File: src/rtl/pattern_pkg.sv
// Shared definitions for the LCD test-pattern generator: display modes,
// the eight-colour bar table and a width helper for the bar index.
package pattern_pkg;

  typedef enum logic [2:0] {
    MODE_WALK   = 3'd0,
    MODE_BARS8  = 3'd1,
    MODE_RAMP   = 3'd2,
    MODE_CHECK  = 3'd3,
    MODE_GRID   = 3'd4,
    MODE_SCROLL = 3'd5,
    MODE_SOLID  = 3'd6,
    MODE_BLACK  = 3'd7
  } mode_e;

  // {r,g,b} on/off flags: white, yellow, cyan, green, magenta, red, blue, black
  localparam logic [2:0] BAR8_TABLE [8] = '{
    3'b111, 3'b110, 3'b011, 3'b010, 3'b101, 3'b100, 3'b001, 3'b000
  };

  // Width able to hold 0..n so an over-long line cannot wrap the bar index
  function automatic int bar_width(input int n);
    return (n < 2) ? 1 : $clog2(n + 1);
  endfunction

endpackage

File: src/rtl/pattern_gen_bar_index_acc.sv
// Divider-free bar index: a Bresenham-style accumulator that steps the bar
// counter whenever x*BAR_NUM crosses another multiple of H_ACTIVE.
module bar_index_acc #(
  parameter int H_ACTIVE = 800,
  parameter int BAR_NUM  = 16,
  parameter int BARW     = 5
) (
  input  logic            clk,
  input  logic            rst,
  input  logic            de,
  output logic [BARW-1:0] bar
);

  localparam int AW = $clog2(H_ACTIVE + BAR_NUM);

  // acc_q / nxt_bar_q describe the pixel after the one just presented on bar
  logic [AW-1:0]   acc_q;
  logic [BARW-1:0] nxt_bar_q;
  logic [AW-1:0]   sum;

  assign sum = acc_q + AW'(BAR_NUM);

  // Step the accumulator every active pixel, restart it in blanking
  always_ff @(posedge clk) begin
    // NOTE: sequential state uses non-blocking assignments so every register
    // samples pre-edge values, independent of statement order.
    if (rst || !de) begin
      acc_q     <= '0;
      nxt_bar_q <= '0;
      bar       <= '0;
    end else begin
      bar <= nxt_bar_q;
      if (sum >= AW'(H_ACTIVE)) begin
        acc_q     <= sum - AW'(H_ACTIVE);
        nxt_bar_q <= nxt_bar_q + BARW'(1);
      end else begin
        acc_q <= sum;
      end
    end
  end

endmodule

File: src/rtl/pattern_gen.sv
// Run-time selectable RGB test-pattern generator. Two pipeline stages:
// stage 1 registers timing and computes the bar index, stage 2 picks the
// colour. Mode changes and the scroll offset advance only at frame start.
module pattern_gen
  import pattern_pkg::*;
#(
  parameter int H_ACTIVE     = 800,
  parameter int V_ACTIVE     = 480,
  parameter int XW           = 10,
  parameter int YW           = 10,
  parameter int RW           = 5,
  parameter int GW           = 6,
  parameter int BW           = 5,
  parameter int BAR_NUM      = 16,
  parameter int CHECK_LOG2   = 5,
  parameter int GRID_LOG2    = 6,
  parameter int SCROLL_LOG2  = 2,
  parameter int DEFAULT_MODE = 0,
  parameter int FCW          = 16
) (
  input  logic                rgb_clk,
  input  logic                rgb_rst,
  input  logic                in_hs,
  input  logic                in_vs,
  input  logic                in_de,
  input  logic [XW-1:0]       in_x,
  input  logic [YW-1:0]       in_y,
  input  logic [2:0]          mode_sel,
  input  logic                mode_req,
  input  logic [RW+GW+BW-1:0] solid_rgb,
  output logic                out_hs,
  output logic                out_vs,
  output logic                out_de,
  output logic [RW-1:0]       out_r,
  output logic [GW-1:0]       out_g,
  output logic [BW-1:0]       out_b,
  output logic [2:0]          cur_mode,
  output logic [FCW-1:0]      frame_cnt
);

  localparam int W    = RW + GW + BW;
  localparam int BARW = bar_width(BAR_NUM);

  localparam logic [2:0]     DEF_MODE    = 3'(DEFAULT_MODE);
  localparam logic [FCW-1:0] SCROLL_MASK = FCW'((64'd1 << SCROLL_LOG2) - 64'd1);
  localparam logic [XW-1:0]  GRID_MASK_X = XW'((64'd1 << GRID_LOG2) - 64'd1);
  localparam logic [YW-1:0]  GRID_MASK_Y = YW'((64'd1 << GRID_LOG2) - 64'd1);
  localparam logic [XW-1:0]  X_LAST      = XW'(H_ACTIVE - 1);
  localparam logic [YW-1:0]  Y_LAST      = YW'(V_ACTIVE - 1);
  localparam logic [BARW:0]  BAR_NUM_W   = (BARW + 1)'(BAR_NUM);
  localparam logic [BARW-1:0] BAR_MAX    = BARW'(BAR_NUM - 1);

  // One-hot colour word with bit (W-1 - idx mod W) set, MSB = red MSB
  function automatic logic [W-1:0] walk_bit(input int idx);
    logic [W-1:0] v;
    int           pos;
    pos = W - 1 - (idx % W);
    for (int i = 0; i < W; i++) v[i] = (i == pos);
    return v;
  endfunction

  // ---------------- stage 1 ----------------
  logic            s1_hs, s1_vs, s1_de;
  logic [XW-1:0]   s1_x;
  logic [YW-1:0]   s1_y;
  logic [BARW-1:0] s1_bar;

  // Register timing and coordinates alongside the bar index
  always_ff @(posedge rgb_clk) begin
    if (rgb_rst) begin
      s1_hs <= 1'b0;
      s1_vs <= 1'b0;
      s1_de <= 1'b0;
      s1_x  <= '0;
      s1_y  <= '0;
    end else begin
      s1_hs <= in_hs;
      s1_vs <= in_vs;
      s1_de <= in_de;
      s1_x  <= in_x;
      s1_y  <= in_y;
    end
  end

  bar_index_acc #(
    .H_ACTIVE (H_ACTIVE),
    .BAR_NUM  (BAR_NUM),
    .BARW     (BARW)
  ) u_bar_acc (
    .clk (rgb_clk),
    .rst (rgb_rst),
    .de  (in_de),
    .bar (s1_bar)
  );

  // ---------------- frame control ----------------
  logic            frame_start;
  logic [FCW-1:0]  frame_nxt;
  logic            scroll_tick;
  logic [2:0]      pend_mode;
  logic [BARW-1:0] scroll_q;

  assign frame_start = in_vs & ~s1_vs;
  assign frame_nxt   = frame_cnt + FCW'(1);
  assign scroll_tick = (frame_nxt & SCROLL_MASK) == '0;

  // Latch mode requests; commit mode, frame count and scroll at frame start
  always_ff @(posedge rgb_clk) begin
    if (rgb_rst) begin
      pend_mode <= DEF_MODE;
      cur_mode  <= DEF_MODE;
      frame_cnt <= '0;
      scroll_q  <= '0;
    end else begin
      if (mode_req) pend_mode <= mode_sel;
      if (frame_start) begin
        // A request landing on the boundary cycle takes effect immediately
        cur_mode  <= mode_req ? mode_sel : pend_mode;
        frame_cnt <= frame_nxt;
        if (scroll_tick) scroll_q <= (scroll_q == BAR_MAX) ? '0 : scroll_q + BARW'(1);
      end
    end
  end

  // ---------------- stage 2 ----------------
  logic [BARW:0]   scroll_sum;
  logic [BARW-1:0] scroll_idx;
  logic [2:0]      bar8_flags;
  logic [7:0]      ramp_v;
  logic            grid_on;
  logic [W-1:0]    rgb_d;

  assign scroll_sum = {1'b0, s1_bar} + {1'b0, scroll_q};
  assign scroll_idx = (scroll_sum >= BAR_NUM_W) ? BARW'(scroll_sum - BAR_NUM_W)
                                                : BARW'(scroll_sum);
  assign bar8_flags = BAR8_TABLE[3'(s1_bar)];
  assign ramp_v     = s1_x[XW-1 -: 8];
  assign grid_on    = (s1_x == '0) || (s1_x == X_LAST) ||
                      (s1_y == '0) || (s1_y == Y_LAST) ||
                      ((s1_x & GRID_MASK_X) == '0) || ((s1_y & GRID_MASK_Y) == '0);

  // Pick the pixel colour for the current mode; blank outside active video
  always_comb begin
    // NOTE: default first so every path assigns rgb_d and no latch is inferred.
    rgb_d = '0;
    case (mode_e'(cur_mode))
      MODE_WALK:   rgb_d = walk_bit(int'(s1_bar));
      MODE_BARS8:  rgb_d = {{RW{bar8_flags[2]}}, {GW{bar8_flags[1]}}, {BW{bar8_flags[0]}}};
      MODE_RAMP:   rgb_d = {ramp_v[7 -: RW], ramp_v[7 -: GW], ramp_v[7 -: BW]};
      MODE_CHECK:  rgb_d = (s1_x[CHECK_LOG2] ^ s1_y[CHECK_LOG2]) ? '1 : '0;
      MODE_GRID:   rgb_d = grid_on ? '1 : '0;
      MODE_SCROLL: rgb_d = walk_bit(int'(scroll_idx));
      MODE_SOLID:  rgb_d = solid_rgb;
      MODE_BLACK:  rgb_d = '0;
      default:     rgb_d = '0;
    endcase
    if (!s1_de) rgb_d = '0;
  end

  // Output registers: timing and colour leave together, two cycles after input
  always_ff @(posedge rgb_clk) begin
    if (rgb_rst) begin
      out_hs <= 1'b0;
      out_vs <= 1'b0;
      out_de <= 1'b0;
      out_r  <= '0;
      out_g  <= '0;
      out_b  <= '0;
    end else begin
      out_hs                <= s1_hs;
      out_vs                <= s1_vs;
      out_de                <= s1_de;
      {out_r, out_g, out_b} <= rgb_d;
    end
  end

endmodule

File: config.mk
export PLATFORM = sky130hd
export DESIGN_NAME = pattern_gen
export DESIGN_NICKNAME = d
export VERILOG_FILES = /design/src/rtl/pattern_pkg.sv /design/src/rtl/pattern_gen_bar_index_acc.sv /design/src/rtl/pattern_gen.sv
export SDC_FILE = /design/constraint.sdc
export NUM_CORES = 1
export LEC_CHECK = 0
export CAP_MARGIN = 10
export CORE_AREA = 2 2 94 96
export DETAILED_ROUTE_END_ITERATION = 10
export DIE_AREA = 0 0 96 98
export GPL_TIMING_DRIVEN = 0
export PLACE_DENSITY_LB_ADDON = 0.2
export SYNTH_ARGS = -nofsm -noshare
export SYNTH_HDL_FRONTEND = slang
export SYNTH_SLANG_ARGS = --single-unit
File: constraint.sdc
create_clock -name rgb_clk -period 1.7 [get_ports rgb_clk]
set_input_delay 0.17 -clock rgb_clk [delete_from_list [all_inputs] [get_ports rgb_clk]]
set_output_delay 0.17 -clock rgb_clk [all_outputs]
set_load 0.01 [all_outputs]
==> After elaboration in Yosys (flattened, before gate mapping) <==
Memory sizes are Yosys's and may differ from the RTL's.
Index checks and enable logic that the tools add are counted.
{ "totals": {"reg_bits": 89, "mem_bits_ro": 24, "input_bits": 45, "output_inout_bits": 38, "elab_cells": 102, "n_memories": 1} }
{ "classes": {"add_sub_neg": 9, "n_lt_le_gt_ge": 3, "eq_ne": 40, "muxes": 9, "bitwise_logic": 5, "n_reduce_logical": 17} }
{ "memory_table": {"columns": ["memory", "words", "width", "rd", "rd_ports_with_merged_regs", "write_ports", "line_no", "rtl"], "rows": [
  ["(name not given)", 8, 3, 1, 0, 0, "pattern_gen.sv:136", "assign bar8_flags = BAR8_TABLE[3'(s1_bar)];"]
]} }
{ "op_table": {"columns": ["op", "count"], "rows": [
  ["$pmux W16 S8", 1],
  ["$eq A5 B5 Y1 const A", 16],
  ["$logic_not A32 Y1", 2],
  ["$eq A4 B5 Y1 const A", 8],
  ["$logic_not A10 Y1", 4],
  ["$mux W16", 2],
  ["$eq A3 B5 Y1 const A", 4],
  ["$add A16 B1 Y16 const B", 1],
  ["$logic_not A16 Y1", 1],
  ["$eq A3 B3 Y1 const B", 4],
  ["$add A10 B5 Y10 const B", 1],
  ["$add A5 B1 Y5 const B", 2],
  ["$eq A10 B10 Y1 const B", 1],
  ["$eq A10 B9 Y1 const B", 1],
  ["$eq A2 B5 Y1 const A", 2],
  ["$ge A10 B10 Y1 const B", 1],
  ["$mux W10", 1],
  ["$sub A10 B10 Y10 const B", 1],
  ["$sub A4 B4 Y5 const A", 2],
  ["$mux W3", 3],
  ["$add A5 B5 Y6", 1],
  ["$eq A3 B2 Y1 const B", 2],
  ["$ge A6 B5 Y1 const B", 1],
  ["$logic_or A1 B1 Y1", 6],
  ["14 further kinds", 15]
]} }

==> Longest topological paths before layout <==
Gate-level depths: netlist (run 1).
{ "depth": {"word_depth": 8, "depth_mapped": 7, "ltp_nobuf": 7} }

==> Hierarchy <==
From an unflattened synthesis (run 1), not the netlist that was laid out.
{ "hier_totals": {"hier_cells": 423, "hier_area_um2": 3838.7} }
{ "by_module_without_submodules": {"columns": ["module", "n_inst", "cells_per_inst", "area_per_inst_um2", "seq_area_each_um2"], "rows": [
  ["pattern_gen", 1, 335, 3012.9, 1381.3],
  ["bar_index_acc", 1, 88, 825.8, 320.3]
]} }

==> Least setup slack after synthesis (run 1) <==
No wires, ideal clock.
{ "synth_timing": {"path_type": "reg2reg", "from": "register u_bar_acc.acc_q[4]", "to": "register u_bar_acc.nxt_bar_q[2]", "setup_ns": 0.121, "t_arrival_ns": 1.735, "required_time_ns": 1.579, "path_slack_ns": -0.156, "path_stages_with_launch": 7, "path_buffers": 0, "synth_period_minus_slack_ns": 1.856, "path_cell_list": "dfxtp_1 > ha_1 > xnor2_1 > nand2_1 > o32a_2 > nand2_1 > mux2_2"} }
{ "synth_between": {"elab_chain_cells": 2} }
{ "synth_rtl": {"columns": ["item", "line_no", "rtl"], "rows": [
  ["start, declared", "pattern_gen_bar_index_acc.sv:17", "logic [AW-1:0] acc_q;"],
  ["start signal, assigned", "pattern_gen_bar_index_acc.sv:34", "acc_q <= sum - AW'(H_ACTIVE);"],
  ["start signal, assigned", "pattern_gen_bar_index_acc.sv:37", "acc_q <= sum;"],
  ["$add A10 B5 Y10", "pattern_gen_bar_index_acc.sv:21", "assign sum = acc_q + AW'(BAR_NUM);"],
  ["$ge A10 B10 Y1", "pattern_gen_bar_index_acc.sv:33", "if (sum >= AW'(H_ACTIVE)) begin"],
  ["end signal, assigned", "pattern_gen_bar_index_acc.sv:35", "nxt_bar_q <= nxt_bar_q + BARW'(1);"],
  ["end, declared", "pattern_gen_bar_index_acc.sv:18", "logic [BARW-1:0] nxt_bar_q;"]
]} }
Every way passes these cells.
A chain may end at the register's enable or synchronous reset.

==> Worst setup path in the final report (run 1) <==
{ "layout_timing": {"from": "register scroll_q[0]", "to": "register out_g[1]"} }
{ "layout_between": {"elab_chain_cells": 6, "elab_cells_between_ends": 7, "cone_classes": "3 x add/sub; 1 x order compare; 1 x eq/ne; 2 x mux"} }
{ "layout_rtl": {"columns": ["item", "line_no", "rtl"], "rows": [
  ["start, declared", "pattern_gen.sv:101", "logic [BARW-1:0] scroll_q;"],
  ["start signal, assigned", "pattern_gen.sv:120", "if (scroll_tick) scroll_q <= (scroll_q == BAR_MAX) ? '0 : scroll_q + BARW'(1);"],
  ["$add A5 B5 Y6 *", "pattern_gen.sv:133", "assign scroll_sum = {1'b0, s1_bar} + {1'b0, scroll_q};"],
  ["$ge A6 B5 Y1 or $sub A4 B1 Y4 (tied branches)", "pattern_gen.sv:134", "assign scroll_idx = (scroll_sum >= BAR_NUM_W) ? BARW'(scroll_sum - BAR_NUM_W)"],
  ["$mux W4 *", "pattern_gen.sv:134", null],
  ["$sub A4 B4 Y5 *", "pattern_gen.sv:57", "pos = W - 1 - (idx % W);"],
  ["$eq A4 B5 Y1 *", "pattern_gen.sv:58", "for (int i = 0; i < W; i++) v[i] = (i == pos);"],
  ["$pmux W16 S8 *", "pattern_gen.sv:146", "case (mode_e'(cur_mode))"],
  ["end signal, assigned", "pattern_gen.sv:173", "{out_r, out_g, out_b} <= rgb_d;"],
  ["end, declared", "pattern_gen.sv:35", "output logic [GW-1:0] out_g,"]
]} }
Mark *: on every way between the ends. The rest lies on a longest branch, timed or not.

==> results by group, run 1 <==
Finish
  – Storage cell area: 1690 sq um
  – # nets final: 595
  – Final instance area: 5470 sq um
  – Multi-input gate area: 2330 sq um
  – Share of cells above drive strength 1: 19.1%
  – Most frequent cells in the layout: clkdlybuf4s50_1 (82), dfxtp_1 (73), nand2_1 (33), nor2b_1 (33), nor2_1 (31)
  – Fillers: 709
  – Post-layout util: 64.6%
  – Antenna cells: 0
  – Area added between synthesis and finish: 44.4%
  – Commonest non-fill, non-tap cell in the layout: clkdlybuf4s50_1

Clock tree
  – CTS buffer count: 9
  – H-tree depth: 3
  – Clock latency on the worst-skew pair: 360 ps
  – # clock sinks: 83
  – CTS tree: built
  – Clock transition at path regs: 90 ps
  – Bufs on Longest Clock Path: 2
  – CTS root buf: clkbuf_8

Placement
  – Pre-CTS setup slack: -339 ps
  – Global placement routability congestion: 0.857
  – Post-DP HPWL: 6910 um
  – Post-DP Area: 4830 sq um
  – IO Port Bufs: 82

GRT
  – First-pass GRT wire length: 15,500 um
  – GRT Residual Overflow: 0
  – Initial antenna violation count: 0
  – Global Route Usage Sum: 20.8%
  – Number of global-route vias before repair: 3,417
  – Largest net degree at the start of global routing: 16

Route
  – Drt pass-1 iters: 4
  – Metal-1 WL: 4170 um
  – WL final: 9490 um
  – Wire per inst: 14.6 um
  – Max Used Layer: met4
  – Antenna Nets Post-Route: 0
  – Initial DRC Count: 147
  – DR WL met3: 497 um
  – Via density: 5.30
  – DRC Markers: 0
  – Met2 WL: 4590 um
  – Total number of vias: 3,456

Pwr
  – Worst vdd ir: 0.415 mV
  – Leakage: 2.04 nW
  – Pwr Density: 722 nW/um^2
  – Tot Pwr: 0.00395 W

Critical path
  – WP buf/inv: 1
  – Startpoint Class: flop
  – CP Data Arrival Time: 2160 ps
  – Worst R2R Start: scroll_q[0]
  – Worst-case reg-to-reg path depth: 6
  – CP startpoint: scroll_q[0]
  – Crit-path slowest cell: fa_2
  – Crit path kind: reg2reg
  – Highest net fanout along the worst path: 4
  – Worst path cell trace: ha_4 > fa_2 > buf_4 > nor3b_2 > o21ai_2 > o32ai_1
  – Worst r2r dst: out_g[1]
  – Worst setup endpoint: out_g[1]
  – WP data required: 1950 ps
  – Reg-to-reg slack, setup: -210 ps
  – Crit path max-delay family: adder cells
  – Worst path depth: 6
  – Max incr delay on CP: 450 ps
  – Crit. End Element: flop

Run
  – Max-cap viol count: 0

STA
  – RSZ-0062 raised after global routing: true
  – Fin crit period: 1910 ps
  – Final hold vios: 0
  – Layout Skew: 10.8 ps
  – Max Fclk: 524 MHz
  – Fin crit share: 112%
  – PnR worst setup slack: -210 ps
  – # setup viols final: 21
  – Least-Margin Pin Slew: 495 ps
  – Slew headroom: 67.0%
  – Fin. max-slew vios: 0
  – Total Neg Setup Slack: -2130 ps

Floorplan
  – Row cnt: 34
  – Die area: 9410 sq um
  – Starting Density: 44.8%
  – Die Span X: 96 um
  – I/O pin count: 83
  – Core Footprint: 8470 sq um
  – Die Y: 98 um

Logic synthesis
  – Distinct cells, synth: 55
  – Mean Syn Cell Area: 8.91 sq um
  – Synth Net Count: 481
  – Area contributors post-synth: dfxtp_1 (44%), nor2b_1 (5.4%), nand2_1 (3.5%)
  – Cell taking the most area after synthesis: dfxtp_1
  – Mapped cell area: 3790 sq um
  – Top FF cell, synth: dfxtp_1
  – Post-synth EDFFs: 0
  – Async SR Flop Fraction: 0%
  – Seq/Total Area, Yosys: 43.9%
  – Synthesized instance count: 425
  – Synth top area share: 43.9%
  – Register bit count reported by yosys: 83
  – YS warnings: 0

Status
  – Status: complete, but fails checks
  – Failing checks: negative setup slack

Hold path
  – Min-Delay Path Class: in2reg
  – Hold depth: 2
==> how the worst min path moves through the flow <==
stage,from,to,slack (ps)
finish,in_x[0],s1_x[0],360
global route,in_x[0],s1_x[0],340
CTS,in_y[6],s1_y[6],340
detailed placement,s1_hs,out_hs,420
global placement,s1_hs,out_hs,430
floorplan,in_hs,s1_hs,300
==> per-stage QoR <==
step	hold slack, ps	cells
after floorplan	298	425
after global placement	429	615
after detailed placement	425	615
after CTS	343	650
after global routing	335	652
final	356	652
==> layout make-up <==
cell class,count,share of cell area [%]
flip-flops and latches,83,30.9
clock buffers,9,2.26
repair buffers,103,18.2
multi-input cells,317,42.7
well taps,108,2.47
clock inverters,7,1.42
plain buffers,18,1.60
inverters,7,0.480
==> worst register-to-register path, cell delays in order (launching register included) <==
cell     delay (ps)
dfxtp_4         360
ha_4            160
fa_2            450
buf_4           160
nor3b_2         230
o21ai_2         140
o32ai_1         300
==> cells in the mapped netlist (all sizes together) (4+ instances only) <==
| cell | count |
|---|---|
| dfxtp | 83 |
| nand2 | 36 |
| nor2 | 33 |
| nor2b | 33 |
| nor3 | 23 |
| o21ai | 23 |
| and2 | 20 |
| a21oi | 15 |
| xnor2 | 15 |
| clkbuf | 13 |
| nand3 | 13 |
| o32ai | 11 |
| xor2 | 11 |
| ha | 10 |
| nand4 | 8 |
| inv | 7 |
| nand2b | 7 |
| o22ai | 6 |
| buf | 5 |
| mux2i | 5 |
| and3 | 4 |
| nor3b | 4 |
| nor4 | 4 |
| or3 | 4 |
==> report_power, final <==
| group | leakage, nW | internal, W | switching, W |
|---|---|---|---|
| Clock | 0.0998 | 0.000688 | 0.000729 |
| Sequential | 0.685 | 0.00199 | 0.0000364 |
| Combinational | 1.26 | 0.000262 | 0.000243 |
| Total | 2.04 | 0.00294 | 0.00101 |
==> registers in the layout, summed over array words and instances (netlist names), 5 cells and up <==
register         cells
out_b                5
u_bar_acc.acc_q      6
s1_y                10
scroll_q             5
s1_x                10
out_g                6
frame_cnt           16
out_r                5
==> what timing repair did <==
| action | CTS | global route |
|---|---|---|
| endpoints found under the setup margin | 23 | 25 |
| hold buffers | 0 | 0 |
| pin swaps | 16 | 9 |
| setup buffers | 18 | 3 |
| cloned | 1 | 0 |
| hold endpoints to repair | 0 | 0 |
| gates resized for setup | 44 | 17 |
==> routing by layer <==
layer	GRT usage, %	vias to the layer above
li1	-	1719
met1	25.0	1613
met2	34.9	105
met3	5.17	19
met4	8.90	0
met5	0	-
==> kinds of logic after synthesis <==
group,share of synthesized area [%]
xor gates and xnor gates,6.01
DFF,43.9
buffers and inverters,2.81
muxes,1.62
AOI/OAI and AO/OA,13.6
adders and majority gates,3.83
and+or+nand+nor,28.3
Power figures use the tool's default switching activity.
==> inputs of run 2 (changes only) <==
--- a/config.mk
+++ b/config.mk
@@ -6,9 +6,10 @@
 export NUM_CORES = 1
 export LEC_CHECK = 0
 export CAP_MARGIN = 10
-export CORE_AREA = 2 2 94 96
+export CORE_AREA = 2 2 85 87
 export DETAILED_ROUTE_END_ITERATION = 10
-export DIE_AREA = 0 0 96 98
+export DIE_AREA = 0 0 87 89
+export DONT_BUFFER_PORTS = 1
 export GPL_TIMING_DRIVEN = 0
 export PLACE_DENSITY_LB_ADDON = 0.2
 export SYNTH_ARGS = -nofsm -noshare
==> run 2 against run 1 <==
The flow still finishes with violations (negative setup slack). Die area fell by 18%. Utilization is 9.1 points higher. Sequential share of layout area rose by 3.4 points. Combinational power decreased by 19%. Worst setup slack better by 3.3 ps. Non-clock buffer count fell by 56.
==> results by group, run 2 (synthesis results as in run 1) <==
Status
  – Status: complete, but fails checks
  – Failing checks: negative setup slack

Finish
  – Largest register FFs: 16
  – Fin cells: 568
  – Area added between synthesis and finish: 30.7%
  – Antenna cells: 0
  – Most frequent cells in the layout: dfxtp_1 (66), nor2b_1 (33), nand2_1 (32), nor2_1 (31), dlygate4sd3_1 (27)
  – Share of cells above drive strength 1: 24.4%
  – Top reg by flops: frame_cnt
  – # nets final: 539
  – Regs by FF count: frame_cnt x16, s1_x x10, s1_y x10
  – Commonest non-fill, non-tap cell in the layout: dfxtp_1

Critical path
  – CP Data Arrival Time: 2190 ps
  – WP data required: 1980 ps
  – Crit path kind: reg2reg
  – Crit-path slowest cell: fa_2
  – Startpoint Class: flop
  – Crit. End Element: flop
  – Highest net fanout along the worst path: 5
  – Worst path cell trace: ha_4 > fa_2 > nand4_1 > a211o_1 > nand2b_4 > o22ai_1
  – Max incr delay on CP: 600 ps

GRT
  – Number of global-route vias before repair: 3,005
  – GR Util met1: 27.8%
  – Largest net degree at the start of global routing: 16
  – M3 GR Usage: 6.37%
  – GRT Residual Overflow: 0
  – Gr busiest metal: met2
  – Global Route Usage Sum: 23.8%
  – First-pass GRT wire length: 14,200 um
  – Initial antenna violation count: 0
  – Met2 usage: 40.9%

Route
  – Via density: 5.77
  – Total number of vias: 3,279
  – Antenna Nets Post-Route: 0
  – Wire per inst: 16.3 um
  – DRC Markers: 0
  – Drt pass-1 iters: 6
  – WL final: 9280 um
  – Initial DRC Count: 148

STA
  – Slew headroom: 65.0%
  – Fin crit share: 112%
  – Final hold vios: 0
  – Least-Margin Pin Slew: 524 ps
  – # setup viols final: 22
  – Max Fclk: 525 MHz
  – RSZ-0062 raised after global routing: true
  – PnR worst setup slack: -206 ps
  – Layout Skew: 13.0 ps
  – Total Neg Setup Slack: -2480 ps
  – Fin crit period: 1910 ps
  – Fin. max-slew vios: 0

Pwr
  – Tot Pwr: 0.00380 W
  – Worst vdd ir: 0.678 mV
  – Clock power frac: 35.4%
  – Pwr Density: 767 nW/um^2
  – Flop pwr share: 53.9%
  – P_sw: 0.000991 W
  – P_int: 0.00281 W
  – Sw Ratio: 26.1%
  – Leakage: 1.84 nW
  – Gate power share: 10.7%

Clock tree
  – CTS root buf: clkbuf_8
  – CTS buffer count: 9
  – Clock transition at path regs: 90 ps
  – CTS tree: built
  – Bufs on Longest Clock Path: 2
  – H-tree depth: 3
  – Clock latency on the worst-skew pair: 360 ps
  – # clock sinks: 83

Placement
  – DP Cell Count: 505
  – IO Port Bufs: 0
  – Post-DP HPWL: 5990 um
  – Global placement routability congestion: 0.842

Floorplan
  – Core Footprint: 6720 sq um
  – Row cnt: 30
  – Die Y: 89 um
  – Die area: 7740 sq um
  – I/O pin count: 83
  – Die Span X: 87 um
  – Starting Density: 56.4%

Hold path
  – Min-Delay Path Class: in2reg

Run
  – Max-cap viol count: 0
## run 2: cell types whose count changed in the layout (fill, tap and decap cells not counted), sizes merged, moves of 2 or more
cell | previous run | this run
clkinv | 4 | 2
dlygate4sd3 | 0 | 27
clkdlybuf4s50 | 82 | 0
buf | 25 | 23
clkbuf | 23 | 26
## run 2: final timing paths
path / startpoint / to / slack [ps] / cells past startpoint
max reg2reg: u_bar_acc.bar[0] / out_r[1] / -210 / 6
min reg2reg: s1_hs / out_hs / 450 / 1
min: mode_sel[2] / pend_mode[2] / 10 / 2
max: u_bar_acc.bar[0] / out_r[1] / -210 / 6
## run 2: cell type report
type	count	area [sq um]
multi-input cells	317	2400
plain buffers	18	90.1
fillers	457	1770
well taps	80	100
inverters	7	26.3
clock buffers	11	151
flip-flops and latches	83	1700
repair buffers	47	439
clock inverters	5	42.5
## run 2: per-layer routing
layer	routed length, um	share of wire [%]	vias to the layer above
li1	-	-	1605
met1	3910	42	1567
met2	4800	52	92
met3	410	4.4	15
met4	167	1.8	0
met5	0	0	-
## run 2: power by group through the flow
stage                     clock (W)  combinational, W  sequential [W]
after detailed placement          0          0.000289         0.00210
after global placement            0          0.000283         0.00210
after CTS                   0.00137          0.000364         0.00205
after floorplan                   0          0.000230         0.00209
after global routing        0.00146          0.000449         0.00206
final                       0.00134          0.000408         0.00205
## run 2: worst max-delay path, delay by kind of cell, from the launching register on
| kind | cells | cell delay [ps] |
|---|---|---|
| AOI/OAI and AO/OA | 2 | 440 |
| DFF | 1 | 360 |
| and+or+nand+nor | 2 | 280 |
| adders and majority gates | 2 | 760 |
## run 2: what timing repair did
item / in CTS / in global routing
resized for setup: 36 / 47
setup buffers: 10 / 9
hold buffers: 27 / 0
pin swaps: 13 / 12
setup endpoints to repair: 22 / 33
gates cloned: 1 / 0
hold endpoints to repair: 25 / 0
## run 2: stage by stage
stage	setup slack [ps]	hold slack, ps	cell area [sq um]	util [%]
2_1_floorplan	-68.5	298	3870	-
3_3_place_gp	-235	300	3980	59.2
3_5_place_dp	-312	304	3980	59.2
4_1_cts	-156	4.10	4680	69.6
5_1_grt	-247	6.52	4950	73.7
6_report	-206	12.3	4950	73.7
